===== src/rtl/fifo_rr_readout.sv =====
// Round-robin readout of four rcvfifo channels as one wishbone data stream.
// Optional CHWAIT timeout is enabled with `define RR_TIMEOUT_EN.
module fifo_rr_readout #(
  parameter int MAX_BLOCK = 1024,
  parameter int TIMEOUT   = 255
) (
  input  logic         wb_clk,
  input  logic         wb_rst,
  input  logic         wb_cyc,
  input  logic         wb_stb,
  input  logic         wb_we,
  input  logic         wb_adr,
  input  logic [31:0]  wb_dat_i,
  output logic [31:0]  wb_dat_o,
  output logic         wb_ack,
  input  logic [63:0]  ch_cnt,
  output logic [3:0]   ch_cyc,
  output logic [3:0]   ch_stb,
  input  logic [127:0] ch_dat,
  input  logic [3:0]   ch_ack
);

  localparam logic [2:0] S_IDLE = 3'd0;
  localparam logic [2:0] S_HDR  = 3'd1;
  localparam logic [2:0] S_DATA = 3'd2;
  localparam logic [2:0] S_WAIT = 3'd3;
  localparam logic [2:0] S_ACK  = 3'd4;

  localparam logic [15:0] LMAX = 16'(MAX_BLOCK);

  logic [2:0]  r_state;
  logic [2:0]  r_nxt;
  logic [1:0]  r_ch;
  logic [1:0]  r_last;
  logic [3:0]  r_mask;
  logic [15:0] r_rem;
  logic [15:0] r_len;
  logic [31:0] r_dat;
  logic        r_ack;
  logic [3:0]  r_req;
  logic        r_abort;

  logic        w_req;
  logic [3:0]  w_elig;
  logic        w_any;
  logic [1:0]  w_pick;
  logic [15:0] w_cnt_sel;
  logic [15:0] w_len;
  logic [31:0] w_chdat;
  logic        w_chack;
  logic [31:0] w_status;
  logic [15:0] w_rem_dec;
  logic        w_done;
  logic        w_abort_now;
  logic        w_tmo;
  logic        w_unused_dat;

  assign w_req = wb_cyc & wb_stb;
  assign w_unused_dat = ^wb_dat_i[30:4];

  // Eligibility: channel enabled in the mask and its FIFO holds data
  always_comb begin
    for (int i = 0; i < 4; i++) begin
      w_elig[i] = r_mask[i] & (ch_cnt[16*i +: 16] != 16'd0);
    end
  end

  // Round-robin search starting after the last served channel
  always_comb begin
    w_any  = 1'b0;
    w_pick = r_last;
    for (int k = 1; k <= 4; k++) begin
      if (!w_any && w_elig[r_last + 2'(k)]) begin
        w_any  = 1'b1;
        w_pick = r_last + 2'(k);
      end
    end
  end

  assign w_cnt_sel = ch_cnt[{w_pick, 4'd0} +: 16];
  assign w_len     = (w_cnt_sel > LMAX) ? LMAX : w_cnt_sel;
  assign w_chdat   = ch_dat[{r_ch, 5'd0} +: 32];
  assign w_chack   = ch_ack[r_ch];
  assign w_rem_dec = (r_rem != 16'd0) ? r_rem - 16'd1 : 16'd0;
  assign w_done    = (w_rem_dec == 16'd0);
  assign w_abort_now = r_abort | ~wb_cyc;

  // Status word: state, channel, mask, eligibility, words left in block
  assign w_status = {r_state, 1'b0, r_ch, 2'b00,
                     r_mask, w_elig, r_rem};

`ifdef RR_TIMEOUT_EN
  localparam logic [15:0] TMO_LAST = 16'(TIMEOUT - 1);
  logic [15:0] r_tmo;

  // Counts CHWAIT cycles without a channel acknowledge
  always_ff @(posedge wb_clk) begin
    if (wb_rst || r_state != S_WAIT) begin
      r_tmo <= 16'd0;
    end else if (!w_chack) begin
      r_tmo <= r_tmo + 16'd1;
    end
  end

  assign w_tmo = (r_state == S_WAIT) & ~w_chack & (r_tmo == TMO_LAST);
`else
  logic w_unused_tmo;
  assign w_unused_tmo = |TIMEOUT;
  assign w_tmo = 1'b0;
`endif

  // Readout state machine, wishbone slave side and channel master side
  always_ff @(posedge wb_clk) begin
    if (wb_rst) begin
      r_state <= S_IDLE;
      r_nxt   <= S_IDLE;
      r_ch    <= 2'd0;
      r_last  <= 2'd3;
      r_mask  <= 4'hF;
      r_rem   <= 16'd0;
      r_len   <= 16'd0;
      r_dat   <= 32'd0;
      r_ack   <= 1'b0;
      r_req   <= 4'd0;
      r_abort <= 1'b0;
    end else begin
      r_ack <= 1'b0;
      unique case (r_state)
        S_IDLE, S_DATA: begin
          if (w_req) begin
            if (wb_adr) begin
              r_ack   <= 1'b1;
              r_state <= S_ACK;
              r_nxt   <= r_state;
              if (wb_we) begin
                r_mask <= wb_dat_i[3:0];
                if (wb_dat_i[31]) begin
                  r_rem <= 16'd0;
                  r_nxt <= S_IDLE;
                end
              end else begin
                r_dat <= w_status;
              end
            end else if (wb_we) begin
              r_ack   <= 1'b1;
              r_state <= S_ACK;
              r_nxt   <= r_state;
            end else if (r_state == S_IDLE) begin
              if (w_any) begin
                r_ch    <= w_pick;
                r_len   <= w_len;
                r_rem   <= w_len;
                r_state <= S_HDR;
              end else begin
                r_dat   <= 32'hE000_0000;
                r_ack   <= 1'b1;
                r_state <= S_ACK;
                r_nxt   <= S_IDLE;
              end
            end else begin
              r_req   <= 4'd1 << r_ch;
              r_abort <= 1'b0;
              r_state <= S_WAIT;
            end
          end
        end
        S_HDR: begin
          r_dat   <= {4'hA, 2'b00, r_ch, 8'h00, r_len};
          r_ack   <= 1'b1;
          r_state <= S_ACK;
          r_nxt   <= S_DATA;
        end
        S_WAIT: begin
          r_abort <= w_abort_now;
          if (w_chack) begin
            r_req <= 4'd0;
            r_rem <= w_rem_dec;
            r_nxt <= w_done ? S_IDLE : S_DATA;
            if (w_done) begin
              r_last <= r_ch;
            end
            if (!w_abort_now) begin
              r_dat   <= w_chdat;
              r_ack   <= 1'b1;
              r_state <= S_ACK;
            end else if (w_req && wb_adr) begin
              r_ack   <= 1'b1;
              r_state <= S_ACK;
              if (wb_we) begin
                r_mask <= wb_dat_i[3:0];
                if (wb_dat_i[31]) begin
                  r_rem <= 16'd0;
                  r_nxt <= S_IDLE;
                end
              end else begin
                r_dat <= w_status;
              end
            end else begin
              r_state <= w_done ? S_IDLE : S_DATA;
            end
          end else if (w_tmo) begin
            r_req  <= 4'd0;
            r_dat  <= 32'hDEAD_0000 | 32'(r_ch);
            r_rem  <= 16'd0;
            r_last <= r_ch;
            r_nxt  <= S_IDLE;
            if (w_abort_now) begin
              r_state <= S_IDLE;
            end else begin
              r_ack   <= 1'b1;
              r_state <= S_ACK;
            end
          end
        end
        S_ACK: begin
          r_state <= r_nxt;
        end
        default: begin
          r_state <= S_IDLE;
        end
      endcase
    end
  end

  assign wb_dat_o = r_dat;
  assign wb_ack   = r_ack;
  assign ch_cyc   = r_req;
  assign ch_stb   = r_req;

endmodule

===== config.mk =====
export PLATFORM = sky130hd
export DESIGN_NAME = fifo_rr_readout
export DESIGN_NICKNAME = d
export VERILOG_FILES = /design/src/rtl/fifo_rr_readout.sv
export SDC_FILE = /design/constraint.sdc
export NUM_CORES = 1
export LEC_CHECK = 0
export BUFFER_PORTS_ARGS = -buffer_cell sky130_fd_sc_hd__buf_2
export CAP_MARGIN = 5
export CELL_PAD_IN_SITES_DETAIL_PLACEMENT = 1
export CELL_PAD_IN_SITES_GLOBAL_PLACEMENT = 1
export CORE_ASPECT_RATIO = 0.75
export CORE_MARGIN = 4
export CORE_UTILIZATION = 33
export DETAILED_ROUTE_END_ITERATION = 7
export PLACE_DENSITY_LB_ADDON = 0.2
export SETUP_SLACK_MARGIN = 0.3
export SYNTH_ARGS = -nofsm -noshare
export SYNTH_HDL_FRONTEND = slang
export SYNTH_SLANG_ARGS = --single-unit

===== constraint.sdc =====
create_clock -name wb_clk -period 3.8 [get_ports wb_clk]
set_input_delay 0.19 -clock wb_clk [delete_from_list [all_inputs] [get_ports wb_clk]]
set_output_delay 0.19 -clock wb_clk [all_outputs]
set_load 0.05 [all_outputs]

==> results of run 1 <==
==> kinds of logic (layout without fill, tap and decap cells) <==
| family | Yosys count | count (layout) | synth area share, % |
|---|---|---|---|
| simple gates | 289 | 289 | 23.0 |
| compound gates | 186 | 186 | 23.0 |
| flops | 84 | 84 | 28.9 |
| buf+inv | 69 | 299 | 5.16 |
| mux | 67 | 67 | 18.9 |
| xor+xnor | 4 | 4 | 0.602 |
| fa+ha+maj | 2 | 2 | 0.430 |
==> through the flow <==
| stage | std cells | total power (W) | setup WS (ns) |
|---|---|---|---|
| floorplan | 701 | 0.00120 | 0.542 |
| global placement | 1151 | 0.00139 | 0.276 |
| detailed placement | 1151 | 0.00140 | 0.210 |
| CTS | 1166 | 0.00237 | 0.558 |
| global route | 1167 | 0.00246 | 0.327 |
| finish | 1167 | 0.00235 | 0.538 |
==> registers in the layout, summed over array words and instances (netlist names), 2 cells and up <==
| register | cells |
|---|---|
| wb_dat_o | 32 |
| ch_cyc | 4 |
| r_ch | 2 |
| r_last | 2 |
| r_rem | 16 |
| r_state | 3 |
| r_nxt | 3 |
| r_len | 16 |
| r_mask | 4 |
==> layout make-up <==
| cell class | instances | share of cell area, % |
|---|---|---|
| Inverter | 12 | 0.591 |
| Timing Repair Buffer | 272 | 18.7 |
| Sequential cell | 84 | 22.1 |
| Clock inverter | 5 | 1.12 |
| Tap cell | 236 | 3.88 |
| Multi-Input combinational cell | 548 | 50.5 |
| Clock buffer | 10 | 3.14 |
==> worst max-delay path by stage <==
| stage | from | slack, ns | to | cells past startpoint |
|---|---|---|---|---|
| after floorplan | ch_cnt[61] | 0.54 | r_len[0] | 11 |
| after global placement | ch_cnt[61] | 0.28 | r_len[4] | 11 |
| after detailed placement | ch_cnt[61] | 0.21 | r_len[9] | 11 |
| after CTS | ch_cnt[61] | 0.56 | r_len[9] | 11 |
| after global routing | ch_cnt[61] | 0.33 | r_len[0] | 11 |
| final | ch_cnt[61] | 0.54 | r_len[9] | 11 |
==> metal layers <==
layer	global-route usage (%)	share of wire [%]	wire length, um	up-vias
met5	0	0	0	-
met4	3.04	0.78	182	0
met3	4.30	5.7	1320	17
met2	39.0	47	11000	198
met1	31.7	46	10700	3223
li1	-	-	-	3104
==> power breakdown <==
part           leakage, nW  switching [W]  internal [W]
clock network        0.155       0.000375      0.000594
registers            0.680      0.0000211      0.000898
logic                 2.42       0.000261      0.000199
total                 3.25       0.000657       0.00169
==> cells in the final DEF (no fill, tap or decap), drive strengths merged, types with 5 or more instances in the layout <==
cell | netlist | routed
a211oi | 16 | 16
a21oi | 56 | 56
a221oi | 5 | 5
a222oi | 16 | 16
a22oi | 10 | 10
and2 | 6 | 6
and3 | 8 | 8
buf | 13 | 271
clkbuf | 44 | 11
dfxtp | 84 | 84
inv | 12 | 13
mux2i | 29 | 29
mux4 | 34 | 34
nand2 | 55 | 55
nand2b | 6 | 6
nand3 | 19 | 19
nor2 | 122 | 122
nor2b | 5 | 5
nor3 | 34 | 34
nor4 | 12 | 12
o21ai | 33 | 33
or3 | 9 | 9
or4 | 5 | 5
==> impl_metrics.csv, run 1 <==
group,metric,value,unit
cells_and_area,n_antenna_cell,0,
clock_tree,htree_levels,3,
floorplan,core,17100,um2
synthesis,synth_enable_flop_cells,0,
clock_tree,tritoncts,"done",
synthesis,synth_top_area_share,28.9,%
placed_design,gp_congestion,0.913,
global_routing,grt_pass1_wl,36700,um
sta,fin_crit,3.26,ns
global_routing,grt_antenna_before_repair,0,
sta,fin_skew,0.00750,ns
global_routing,grt_max_degree,41,
synthesis,yosysSeqAreaShare,28.9,%
setup_path,critPathMaxStageDelay,0.53,ns
synthesis,synthFlopType,"dfxtp_1",
setup_path,r2r-end,"r_state[1]",
sta,fin_crit_sh,85.9,%
clock_tree,clock_latency,0.34,ns
setup_path,reg2regPathDepth,10,
clock_tree,root_buffer,"clkbuf_16",
routing,drt.antenna.violating_nets,0,
setup_path,cp_max_fo,5,
clock_tree,numClockSinks,84,
floorplan,num_rows,41,
power_and_ir_drop,ir_drop,0.000168,V
setup_path,endpoint_kind,"register",
synthesis,async_flop_share,0,%
setup_path,crit_family,"compound AO/OA/AOI/OAI gates",
cells_and_area,final_util,44.6,%
sta,tns,0,ns
cells_and_area,fin_area,7620,um2
synthesis,yosysWarnings,0,
clock_tree,cts_setup_buffers,0,
placed_design,dpl.hpwl,18000,um
sta,whs,0.0642,ns
min_path,min_from,"wb_dat_i[3]",
floorplan,die_y,123,um
setup_path,worstSetupPathType,"in2reg",
flow_run,maxCapViolCount,0,
cells_and_area,areaGrowthSynthToFinish,30.9,%
synthesis,netlist_top_cells_area,"dfxtp_1, mux4_2, nor2_1",
sta,hold_viol,0,
cells_and_area,multi_input_area,3850,um2
routing,drt-initial-drc-count,432,
power_and_ir_drop,powerDensity,308,nW/um2
sta,final_max_slew_viol_count,0,
routing,via_per_inst,5.61,
routing,drc,0,
min_path,whs_path_depth,2,
floorplan,initial_core_util,34.1,%
power_and_ir_drop,p_leak,3.25,nW
setup_path,required,4.08,ns
synthesis,netlist_top_cells_count,"nor2_1, dfxtp_1, a21oi_1",
synthesis,syn_avg_cell_area,8.30,um2
setup_path,r2r-start,"r_rem[3]",
routing,vias,6542,
cells_and_area,drive_gt1_share,37.6,%
synthesis,synth_nets,937,
cells_and_area,fillers,2125,
setup_path,crit_buf_inv,1,
sta,fmax,307,MHz
sta,worstMarginPinSlew,0.886,ns
synthesis,netlist_instances,701,
synthesis,synth-seq-cells,84,
synthesis,syn-cell-area,5820,um2
global_routing,grt_pass1_vias,6801,
clock_tree,cts_buffers,9,
clock_tree,cts.path.max_buffers,2,
cells_and_area,seqCellArea,1680,um2
synthesis,synth_largest_area_cell,"dfxtp_1",
setup_path,worstPathArrival,3.54,ns
routing,dr.pass1.iters,7,
routing,routed_wl,23300,um
routing,wire_per_inst,19.9,um
global_routing,overflow,0,
clock_tree,path_clk_slew,0.07,ns
setup_path,slowest_stage,"or4_4",
min_path,hp-class,"in2reg",
sta,setup_viol,0,
setup_path,startpoint_type,"primary input",
floorplan,ioPinCount,275,
synthesis,synth.most_common_cell,"nor2_1",
global_routing,grt_use_total,23.0,%
placed_design,post_dp_cell_area,7290,um2
clock_tree,hold_buffers,0,
floorplan,dieArea,19800,um2
clock_tree,cts_resized,0,
setup_path,cpMostUsedCell,"o21ai_2",
floorplan,chipWidth,161,um
sta,rsz0062_at_grt,"false",
setup_path,crit_chain,"buf_2, or4_4, or3_4, o21ai_2, a221oi_2, nor2_2, mux2_2, a2111oi_0, nand4_1, o32a_4, o21ai_2",
run_status,status,"complete, no violations",
placed_design,portBuffers,247,
setup_path,r2r_setup_slack,0.68,ns
min_path,holdPathEnd,"r_mask[3]",
sta,slew_headroom,40.8,%
synthesis,ys_types,70,
cells_and_area,nets,1163,
(Power assumes the default switching activity.)
==> run 2: changes to the inputs <==
==> constraint.sdc (replaced) <==
create_clock -name wb_clk -period 3.8 [get_ports wb_clk]
set_input_delay 0.57 -clock wb_clk [delete_from_list [all_inputs] [get_ports wb_clk]]
set_output_delay 0.57 -clock wb_clk [all_outputs]
set_load 0.05 [all_outputs]
==> impl_metrics.csv, run 2 (same netlist as run 1, synthesis figures left out) <==
group,metric,value,unit
run_status,status,"complete, no violations",
routing,wl_met2,11000,um
placed_design,dp_cells,1172,
routing,drt-initial-drc-count,386,
setup_path,reg2regPathDepth,10,
global_routing,grt_use_total,22.5,%
placed_design,dpl.hpwl,17600,um
sta,fmax,288,MHz
clock_tree,root_buffer,"clkbuf_16",
global_routing,grt_pass1_wl,36100,um
cells_and_area,drive_gt1_share,40.0,%
placed_design,gp_congestion,0.865,
min_path,min_from,"wb_dat_i[3]",
power_and_ir_drop,p_leak,3.43,nW
power_and_ir_drop,ir_drop,0.000188,V
setup_path,worstPathArrival,3.75,ns
cells_and_area,n_antenna_cell,0,
floorplan,initial_core_util,34.1,%
clock_tree,path_clk_slew,0.06,ns
global_routing,grt_antenna_before_repair,1,
routing,vias,6641,
routing,drt.antenna.violating_nets,0,
clock_tree,htree_levels,3,
clock_tree,cts.path.max_buffers,2,
power_and_ir_drop,powerDensity,291,nW/um2
floorplan,die_y,123,um
clock_tree,numClockSinks,84,
floorplan,chipWidth,161,um
sta,hold_viol,0,
min_path,whs_path_depth,2,
routing,dr.pass1.iters,6,
sta,rsz0062_at_grt,"true",
floorplan,num_rows,41,
placed_design,portBuffers,247,
routing,m1WireLength,10400,um
routing,drc,0,
routing,wl_met3,1400,um
floorplan,core,17100,um2
setup_path,crit_start,"ch_cnt[62]",
cells_and_area,most-common-layout-cells,"buf_2, nor2_1, dfxtp_1",
sta,fin_skew,0.00917,ns
global_routing,overflow,0,
global_routing,grt_max_degree,67,
setup_path,r2r-start,"r_rem[3]",
sta,slew_headroom,40.6,%
sta,final_max_slew_viol_count,0,
cells_and_area,fin_area,7910,um2
cells_and_area,largest_reg_flops,32,
routing,top_layer_used,"met5",
cells_and_area,nets,1193,
routing,wire_per_inst,19.3,um
routing,via_per_inst,5.54,
sta,setup_viol,0,
sta,fin_crit,3.48,ns
cells_and_area,instances_no_fill,1198,
setup_path,startpoint_type,"primary input",
cells_and_area,final_common_cell,"buf_2",
cells_and_area,multi_input_area,3940,um2
cells_and_area,fillers,2149,
setup_path,cp_max_fo,5,
clock_tree,clock_latency,0.34,ns
floorplan,dieArea,19800,um2
sta,tns,0,ns
cells_and_area,areaGrowthSynthToFinish,35.9,%
setup_path,endpoint_kind,"register",
cells_and_area,seqCellArea,1680,um2
clock_tree,cts_buffers,9,
flow_run,maxCapViolCount,0,
min_path,hp-class,"in2reg",
setup_path,required,4.08,ns
clock_tree,hold_buffers,0,
routing,routed_wl,23200,um
global_routing,grt_pass1_vias,6830,
placed_design,post_dp_cell_area,7460,um2
clock_tree,tritoncts,"done",
floorplan,ioPinCount,275,
setup_path,worstSetupPathType,"in2reg",
sta,worstMarginPinSlew,0.891,ns
sta,fin_crit_sh,91.5,%
run 2: cell count changes in the layout (fill, tap and decap cells not counted), sizes merged:
cell / change
and3: +1
inv: +1
buf: +29
clkbuf: -1
bufinv: -1
clkinvlp: +1
nand3: +1
run 2: area by class of cell:
type | instances | share of cell area, %
repair buffers | 300 | 20.8
clock inverters | 6 | 0.902
clock buffers | 10 | 2.89
flip-flops and latches | 84 | 21.3
multi-input cells | 550 | 49.8
well taps | 236 | 3.73
inverters | 12 | 0.569
run 2: path summary, 6_finish.rpt:
| path | slack [ns] | to |
|---|---|---|
| setup reg to reg | 0.73 | r_state[1] |
| hold / removal | 0.44 | r_mask[3] |
| hold reg to reg | 0.47 | r_len[15] |
| setup / recovery | 0.32 | r_len[5] |
run 2: critical path, cell delays in order:
cell	delay (ns)
buf_6	0.09
or4_4	0.53
or3_4	0.45
o2111ai_4	0.23
o31ai_2	0.12
nor2_2	0.14
mux2_2	0.36
a2111oi_1	0.46
nand4_1	0.19
o32a_4	0.47
o21ai_2	0.14
run 2: power by group:
group          switching (W)  total, W  internal (W)
logic               0.000262  0.000474      0.000212
clock network       0.000390  0.000907      0.000516
registers          0.0000209  0.000919      0.000898
total               0.000673   0.00230       0.00163
run 2: metal layers:
layer | GRT usage [%] | vias up
li1 | - | 3162
met1 | 30.4 | 3245
met2 | 37.5 | 208
met3 | 4.77 | 24
met4 | 5.06 | 2
met5 | 0 | -
run 2: stage by stage:
step	util [%]	setup WS (ns)	hold slack [ns]	total power, W
CTS	45.4	0.342	0.429	0.00232
global route	46.3	0.208	0.429	0.00241
finish	46.3	0.322	0.443	0.00230
global placement	43.7	0.0348	0.447	0.00140
detailed placement	43.7	-0.0146	0.451	0.00141
floorplan	-	0.217	0.430	0.00120
run 2: repair_timing:
| action | in CTS | in global routing |
|---|---|---|
| buffers inserted | 0 | 8 |
| endpoints found under the setup margin | 0 | 15 |
| resized for setup | 0 | 12 |
